### config.mk
export PLATFORM = sky130hd
export DESIGN_NAME = count_seq_ctrl
export DESIGN_NICKNAME = d
export VERILOG_FILES = /design/src/rtl/count_seq_pkg.sv /design/src/rtl/count_seq_updown_core.sv /design/src/rtl/count_seq_ctrl.sv
export SDC_FILE = /design/constraint.sdc
export NUM_CORES = 1
export LEC_CHECK = 0
export ABC_AREA = 0
export BUFFER_PORTS_ARGS = -buffer_cell sky130_fd_sc_hd__buf_2
export CAP_MARGIN = 20
export CORE_MARGIN = 5
export CORE_UTILIZATION = 44
export DETAILED_ROUTE_END_ITERATION = 8
export HOLD_SLACK_MARGIN = 0.05
export PLACE_DENSITY_LB_ADDON = 0.08
export SYNTH_ARGS = -nofsm -noshare
export SYNTH_HDL_FRONTEND = slang
export SYNTH_HIERARCHICAL = 1
export SYNTH_SLANG_ARGS = --single-unit
### constraint.sdc
create_clock -name clk -period 3.2 [get_ports clk]
set_clock_uncertainty 0.15 [all_clocks]
set_input_delay 0 -clock clk [delete_from_list [all_inputs] [get_ports clk]]
set_output_delay 0 -clock clk [all_outputs]
set_load 0.01 [all_outputs]
### src/rtl/count_seq_pkg.sv
// count_seq_pkg: shared state encoding and default widths for the ramp
// sequencing controller (count_seq_ctrl) and its counter core.
package count_seq_pkg;

    localparam int DEF_WIDTH  = 8;
    localparam int DEF_HOLD_W = 4;

    typedef enum logic [2:0] {
        IDLE = 3'd0,
        UP   = 3'd1,
        HOLD = 3'd2,
        DOWN = 3'd3,
        DONE = 3'd4
    } count_seq_state_t;

endpackage

### src/rtl/count_seq_updown_core.sv
// updown_core: WIDTH-bit synchronous up/down counter.
// clr has priority over enable; up_down=1 increments, 0 decrements.
// The controller keeps q inside 0..limit, so no wrap handling is needed here.
module updown_core
    import count_seq_pkg::*;
#(
    parameter int WIDTH = DEF_WIDTH
) (
    input  logic             clk,
    input  logic             reset,
    input  logic             clr,
    input  logic             enable,
    input  logic             up_down,
    output logic [WIDTH-1:0] q
);

    // counter register: synchronous reset, then clear, then count
    always_ff @(posedge clk) begin
        if (reset) begin
            q <= '0;
        end else if (clr) begin
            q <= '0;
        end else if (enable) begin
            q <= up_down ? q + 1'b1 : q - 1'b1;
        end
    end

endmodule

### src/rtl/count_seq_ctrl.sv
// count_seq_ctrl: drives an up/down counter through a ramp
// 0 -> limit, dwell for hold+1 cycles, limit -> 0, then a one-cycle done.
// Optional feature macro COUNT_SEQ_ABORT_EN adds abort/aborted: an abort in
// UP or HOLD jumps straight to DOWN, which ramps down from the current q.
// busy/done/dir are registered, so start has no combinational path to them.
module count_seq_ctrl
    import count_seq_pkg::*;
#(
    parameter int WIDTH  = DEF_WIDTH,
    parameter int HOLD_W = DEF_HOLD_W
) (
    input  logic              clk,
    input  logic              reset,
    input  logic              start,
    input  logic [WIDTH-1:0]  limit,
    input  logic [HOLD_W-1:0] hold,
`ifdef COUNT_SEQ_ABORT_EN
    input  logic              abort,
    output logic              aborted,
`endif
    output logic              busy,
    output logic              done,
    output logic              dir,
    output logic [WIDTH-1:0]  q
);

    count_seq_state_t  state;
    logic [WIDTH-1:0]  limit_r;
    logic [HOLD_W-1:0] hold_r;
    logic [HOLD_W-1:0] hc;

    logic ctr_clr;
    logic ctr_en;
    logic ctr_up;
    logic abort_hit;

`ifdef COUNT_SEQ_ABORT_EN
    // abort only matters while ramping up or dwelling
    assign abort_hit = abort && ((state == UP) || (state == HOLD));
`else
    assign abort_hit = 1'b0;
`endif

    // counter controls decoded from the current state; an abort edge in UP
    // freezes q so the down ramp starts from the value seen when aborting
    always_comb begin
        ctr_clr = 1'b0;
        ctr_en  = 1'b0;
        ctr_up  = 1'b0;
        case (state)
            IDLE: ctr_clr = start;
            UP: begin
                ctr_en = (q != limit_r) && !abort_hit;
                ctr_up = 1'b1;
            end
            DOWN:    ctr_en = (q != '0);
            default: ;
        endcase
    end

    updown_core #(
        .WIDTH(WIDTH)
    ) u_core (
        .clk     (clk),
        .reset   (reset),
        .clr     (ctr_clr),
        .enable  (ctr_en),
        .up_down (ctr_up),
        .q       (q)
    );

    // sequencing FSM with registered status outputs
    always_ff @(posedge clk) begin
        if (reset) begin
            state   <= IDLE;
            limit_r <= '0;
            hold_r  <= '0;
            hc      <= '0;
            busy    <= 1'b0;
            done    <= 1'b0;
            dir     <= 1'b0;
        end else begin
            case (state)
                IDLE: begin
                    if (start) begin
                        limit_r <= limit;
                        hold_r  <= hold;
                        state   <= UP;
                        busy    <= 1'b1;
                        dir     <= 1'b1;
                    end
                end
                UP: begin
                    if (abort_hit) begin
                        state <= DOWN;
                        dir   <= 1'b0;
                    end else if (q == limit_r) begin
                        state <= HOLD;
                        hc    <= hold_r;
                        dir   <= 1'b0;
                    end
                end
                HOLD: begin
                    if (abort_hit || (hc == '0)) begin
                        state <= DOWN;
                    end else begin
                        hc <= hc - 1'b1;
                    end
                end
                DOWN: begin
                    if (q == '0) begin
                        state <= DONE;
                        done  <= 1'b1;
                    end
                end
                DONE: begin
                    state <= IDLE;
                    done  <= 1'b0;
                    busy  <= 1'b0;
                end
                default: begin
                    state <= IDLE;
                    busy  <= 1'b0;
                    done  <= 1'b0;
                    dir   <= 1'b0;
                end
            endcase
        end
    end

`ifdef COUNT_SEQ_ABORT_EN
    // aborted flag: set on an effective abort, cleared on the next accepted start
    always_ff @(posedge clk) begin
        if (reset) begin
            aborted <= 1'b0;
        end else if ((state == IDLE) && start) begin
            aborted <= 1'b0;
        end else if (abort_hit) begin
            aborted <= 1'b1;
        end
    end
`endif

endmodule
# Word-level counts from Yosys, hierarchy flattened
# Cells that the tools add are included.
[word_totals]
reg_bits = 30
latchBits = 0
ramBits = 0
mem_bits_ro = 0
out_inout_bits = 11
elab_cells = 58
memories = 0
[classes]
addsub = 3
multipliers = 0
div = 0
n_lt_le_gt_ge = 0
n_eq_ne = 11
n_shift = 0
n_mux = 18
bitwise = 3
n_reduce_logical = 15
[op_table]
columns = ["operator", "count"]
rows = [
  ["2-to-1 mux 3 bit", 4],
  ["case mux 3 bit (4 select lines)", 1],
  ["inequality test 2 bit (second input constant)", 5],
  ["OR reduction 3 bit", 3],
  ["adder 8 x 1 -> 8 bit (second input constant)", 1],
  ["== test 8 bit", 1],
  ["logical NOT 8 bit", 1],
  ["2-to-1 mux 4 bit", 2],
  ["2-to-1 mux 8 bit", 1],
  ["inequality test 8 bit", 1],
  ["case mux 4 bit (2 select lines)", 1],
  ["nonzero test 8 bit", 1],
  ["subtractor 8 x 1 -> 8 bit (second input constant)", 1],
  ["== test 3 x 2 -> 1 bit (second input constant)", 2],
  ["case mux 1 bit (2 select lines)", 3],
  ["AND reduction 2 bit", 3],
  ["AND reduction 3 bit", 2],
  ["2-to-1 mux 1 bit", 5],
  ["logical NOT 4 bit", 1],
  ["AND reduction 4 bit", 1],
  ["subtractor 4 x 1 -> 4 bit (second input constant)", 1],
  ["== test 3 x 1 -> 1 bit (second input constant)", 1],
  ["== test 3 bit (second input constant)", 1],
  ["logical NOT 3 bit", 1],
  ["4 further kinds", 6],
]

# Logic depth before layout (Yosys ltp)
[logic_depth]
ltp_word = 4
ltp_mapped = 11
mapped_depth_nobuf = 9

# By module
# The synthesis kept the hierarchy.
[by_module_without_submodules]
columns = ["mod", "instances", "cells_each", "area_each_um2", "seq_area_each_um2"]
rows = [
  ["count_seq_ctrl", 1, 143, 1189.9, 440.4],
  ["updown_core", 1, 69, 596.8, 160.2],
]

# Worst setup path before layout
# No wires, ideal clock.
[synth_timing]
path_type = "reg2reg"
from = "register state[2]"
to = "register u_core.q[6]"
arrival_ns = 2.216
required_time_ns = 2.920
setup_slack_ns = 0.704
stages_incl_launch_ff = 12
n_path_buf = 2
period_less_slack_ns = 2.496
cell_sequence = "dfxtp_1 > buf_6 > or3b_1 > buf_6 > inv_2 > inv_1 > fa_1 > a21o_2 > a21oi_1 > o21ai_0 > nand4b_1 > o211ai_1"
[synth_via]
elab_chain_len = 3
[synth_lines]
columns = ["item", "line_no", "rtl"]
rows = [
  ["start, declared", "count_seq_ctrl.sv:27", "count_seq_state_t state;"],
  ["start signal, assigned", "count_seq_ctrl.sv:75", "state <= IDLE;"],
  ["start signal, assigned", "count_seq_ctrl.sv:88", "state <= UP;"],
  ["start signal, assigned", "count_seq_ctrl.sv:95", "state <= DOWN;"],
  ["== test 3 x 1 -> 1 bit", "count_seq_ctrl.sv:50", "case (state)"],
  ["2-to-1 mux 1 bit", "count_seq_ctrl.sv:50", ""],
  ["net ctr_up", "count_seq_ctrl.sv:34", "logic ctr_up;"],
  ["2-to-1 mux 8 bit", "count_seq_updown_core.sv:24", "q <= up_down ? q + 1'b1 : q - 1'b1;"],
  ["end signal, assigned", "count_seq_updown_core.sv:24", ""],
  ["end, declared", "count_seq_updown_core.sv:14", "output logic [WIDTH-1:0] q"],
]
# The timed path passes the listed nets, and every way through them passes these cells.
# A chain may end at the register's enable or synchronous reset.

# Worst setup path in the final report
[layout_timing]
from = "register state[0]"
to = "register u_core.q[7]"
# The elaborated chain is that of the path after synthesis.

==> results.ini <==
[placed_design]
place_inst=278
postPlaceCellArea_mm2=0.001907
io_buffers=25
dp_hpwl_mm=3.228
gp_congestion=0.9253
dp_slack_ns=0.3927

[floorplan]
fp.dieH_um=73.73
core_mm2=0.003971
fp.dieArea_mm2=0.005435
dieWidth_um=73.73
io_pins=26
row_count=23
initial_core_util_pct=44.99

[global_routing]
grt_overflow_total=0
grt_pass1_wl_mm=7.686
gr-usage-all-layers_pct=18.24
grt_pass1_vias=1690
grt_start_max_net_pins=27
grt_antenna_before_repair=0

[clock_tree]
clockBufferDepth=2
cts_tree=yes
cts_sinks=30
clkTransAtPathRegs_ns=0.07
cts_max_level=2
worstSkewPairLatency_ns=0.28
post-cts-setup-buffers=0
cts-root-buf=clkbuf_8
cts_buffers=5

[layout]
nFillCells=370
diodes=0
finalNonFillerCells=310
syn_to_final_growth_pct=25.49
drive_gt1_share_pct=17.31
final_area_mm2=0.002242
layout_common_cells=32 x nand2_1, 30 x dfxtp_1, 25 x buf_2
layout_commonest_cell=nand2_1
nets=282

[detailed_routing]
dr.pass1.iters=4
vias=1745
drt-total-wl_mm=4.494
vias_per_cell=5.629
drc=0
drt_iter0_drc=123
wire_per_inst_um=14.50
ant_nets=0

[min_path]
hp-start=hold_r[1]
worst_hold_path_type=flip-flop to flip-flop
holdPathStages=2
whs_endpoint=hold_r[1]

[setup_path]
path_class=flip-flop to flip-flop
r2r_cells=9
timing.rr.end=u_core/q[7]
r2r_start=state[0]
cp_data_arrival_time_ns=2.88
start_kind=flip-flop
crit_fanout=10
cp_data_required_time_ns=3.21
ff2ff_setup_slack_ns=0.33
cp-end-kind=flip-flop

[power]
powerDensity_mw_per_mm2=1050
vdd_drop_max_uv=561.7
p_leak_nw=0.9167

[sta]
setup_violations=0
relSlewSlack_pct=66.91
finalMaxSlewViolations=0
post-route-min-period_ns=2.869
tightest_slew_ns=0.4953
setup-tns-final_ns=0
hold_viol=0
rsz0062_at_grt=no
fmax_ghz=0.3486
fin_hold_ws_ns=0.3259
setup_slack_ns=0.3312
min_period_over_period_pct=89.65

[synth]
synth_cell_types=53
postSynthNetCount=235
ys_ff_latch=30
postSynthCellCount=212
synthArstFlopShare_pct=0
synth_edf_count=0
avgSynthCellArea_um2=8.428
synth_ff_type=dfxtp_1
ys_seq_area_share_pct=33.61
syn_area_mm2=0.001787
ys_warn_count=6

[run]
cap_violations=0

[outcome]
status=finished, final reports clean

[state kept, by name (all words and copies together), names as in the netlist]
register  flops
state         3
done          1
busy          1
hc            4
hold_r        4
u_core/q      8
limit_r       8
dir           1
[repair_timing]
item                      4_1_cts  5_1_grt
hold endpoints to repair       14        0
hold buffers                   24        0
gates resized for setup         0        0
[kinds of logic after synthesis]
logic type | share of synthesized area, %
buffers and inverters | 6.512
adder cells (fa/ha/maj) | 6.022
AND/OR/NAND/NOR | 27.17
flip-flops | 33.61
multiplexers | 1.681
AO/OA/AOI/OAI | 19.61
XOR/XNOR | 5.392
[where the power goes]
| part | internal (mW) | switching, mW | leakage (nW) |
|---|---|---|---|
| clock | 0.173 | 0.146 | 0.0472 |
| sequential | 0.483 | 0.139 | 0.245 |
| combinational | 0.591 | 0.823 | 0.624 |
[final cells by class]
type	instances	area, um^2	area share [%]
Clock inverter	2	12.51	0.5580
Clock buffer	6	82.58	3.683
Tap cell	50	62.56	2.790
Inverter	9	33.78	1.507
Multi-Input combinational cell	162	1070	47.71
Timing Repair Buffer	51	380.4	16.96
Sequential cell	30	600.6	26.79
[routing by layer]
layer,wire length [um],up-vias,GRT usage [%]
li1,-,871,-
met1,1977,808,22.17
met2,2223,60,30.41
met3,228,6,4.651
met4,65,0,7.445
met5,0,-,0
[per-stage QoR]
step	util [%]	total power, mW
final	56.46	2.355
after global routing	56.46	2.560
after CTS	56.46	2.349
after detailed placement	48.02	1.971
after global placement	48.02	1.963
after floorplan	-	1.687
[worst max-delay path, stage by stage, from the launching register on]
cell,delay (ns)
dfxtp_1,0.51
or3b_1,0.51
inv_2,0.16
inv_1,0.16
ha_1,0.39
a21oi_1,0.20
a21oi_1,0.09
a311o_1,0.29
nor3_1,0.19
nor3b_2,0.07
[Yosys cell counts (2+ instances only)]
cell / n / area share, %
nor3_1: 5 / 1.4
nand4b_1: 2 / 0.98
and4_1: 3 / 1.5
o21ai_1: 3 / 0.84
nand3_1: 4 / 1.1
buf_2: 2 / 0.56
a31oi_1: 4 / 1.4
a21oi_1: 21 / 5.9
nand2b_1: 2 / 0.70
inv_2: 2 / 0.42
dfxtp_1: 30 / 34
nand4_1: 4 / 1.4
o2111ai_1: 2 / 0.98
or4b_1: 2 / 1.1
nor2_1: 11 / 2.3
a211o_1: 2 / 0.98
o211ai_1: 6 / 2.5
inv_1: 7 / 1.5
or3b_1: 2 / 0.98
o21ai_0: 3 / 0.84
or3_1: 4 / 1.4
buf_4: 2 / 0.84
buf_6: 4 / 2.5
a211oi_1: 2 / 0.84
nand2_1: 32 / 6.7
or4_1: 3 / 1.3
ha_1: 7 / 4.9
nor4_1: 3 / 1.1
nor3b_1: 2 / 0.84
mux2i_1: 3 / 1.7
xnor2_1: 11 / 5.4
[worst max path at each step]
stage / slack, ns / cells after the start / end / startpoint
final: 0.33 / 9 / u_core/q[7] / state[0]
after global routing: 0.12 / 9 / u_core/q[7] / state[0]
after CTS: 0.37 / 9 / u_core/q[7] / state[0]
after detailed placement: 0.39 / 9 / u_core/q[7] / state[0]
after global placement: 0.47 / 9 / u_core/q[7] / state[0]
after floorplan: 0.70 / 11 / u_core/q[6] / state[2]
Note: power is estimated with default switching activity, not from simulation.
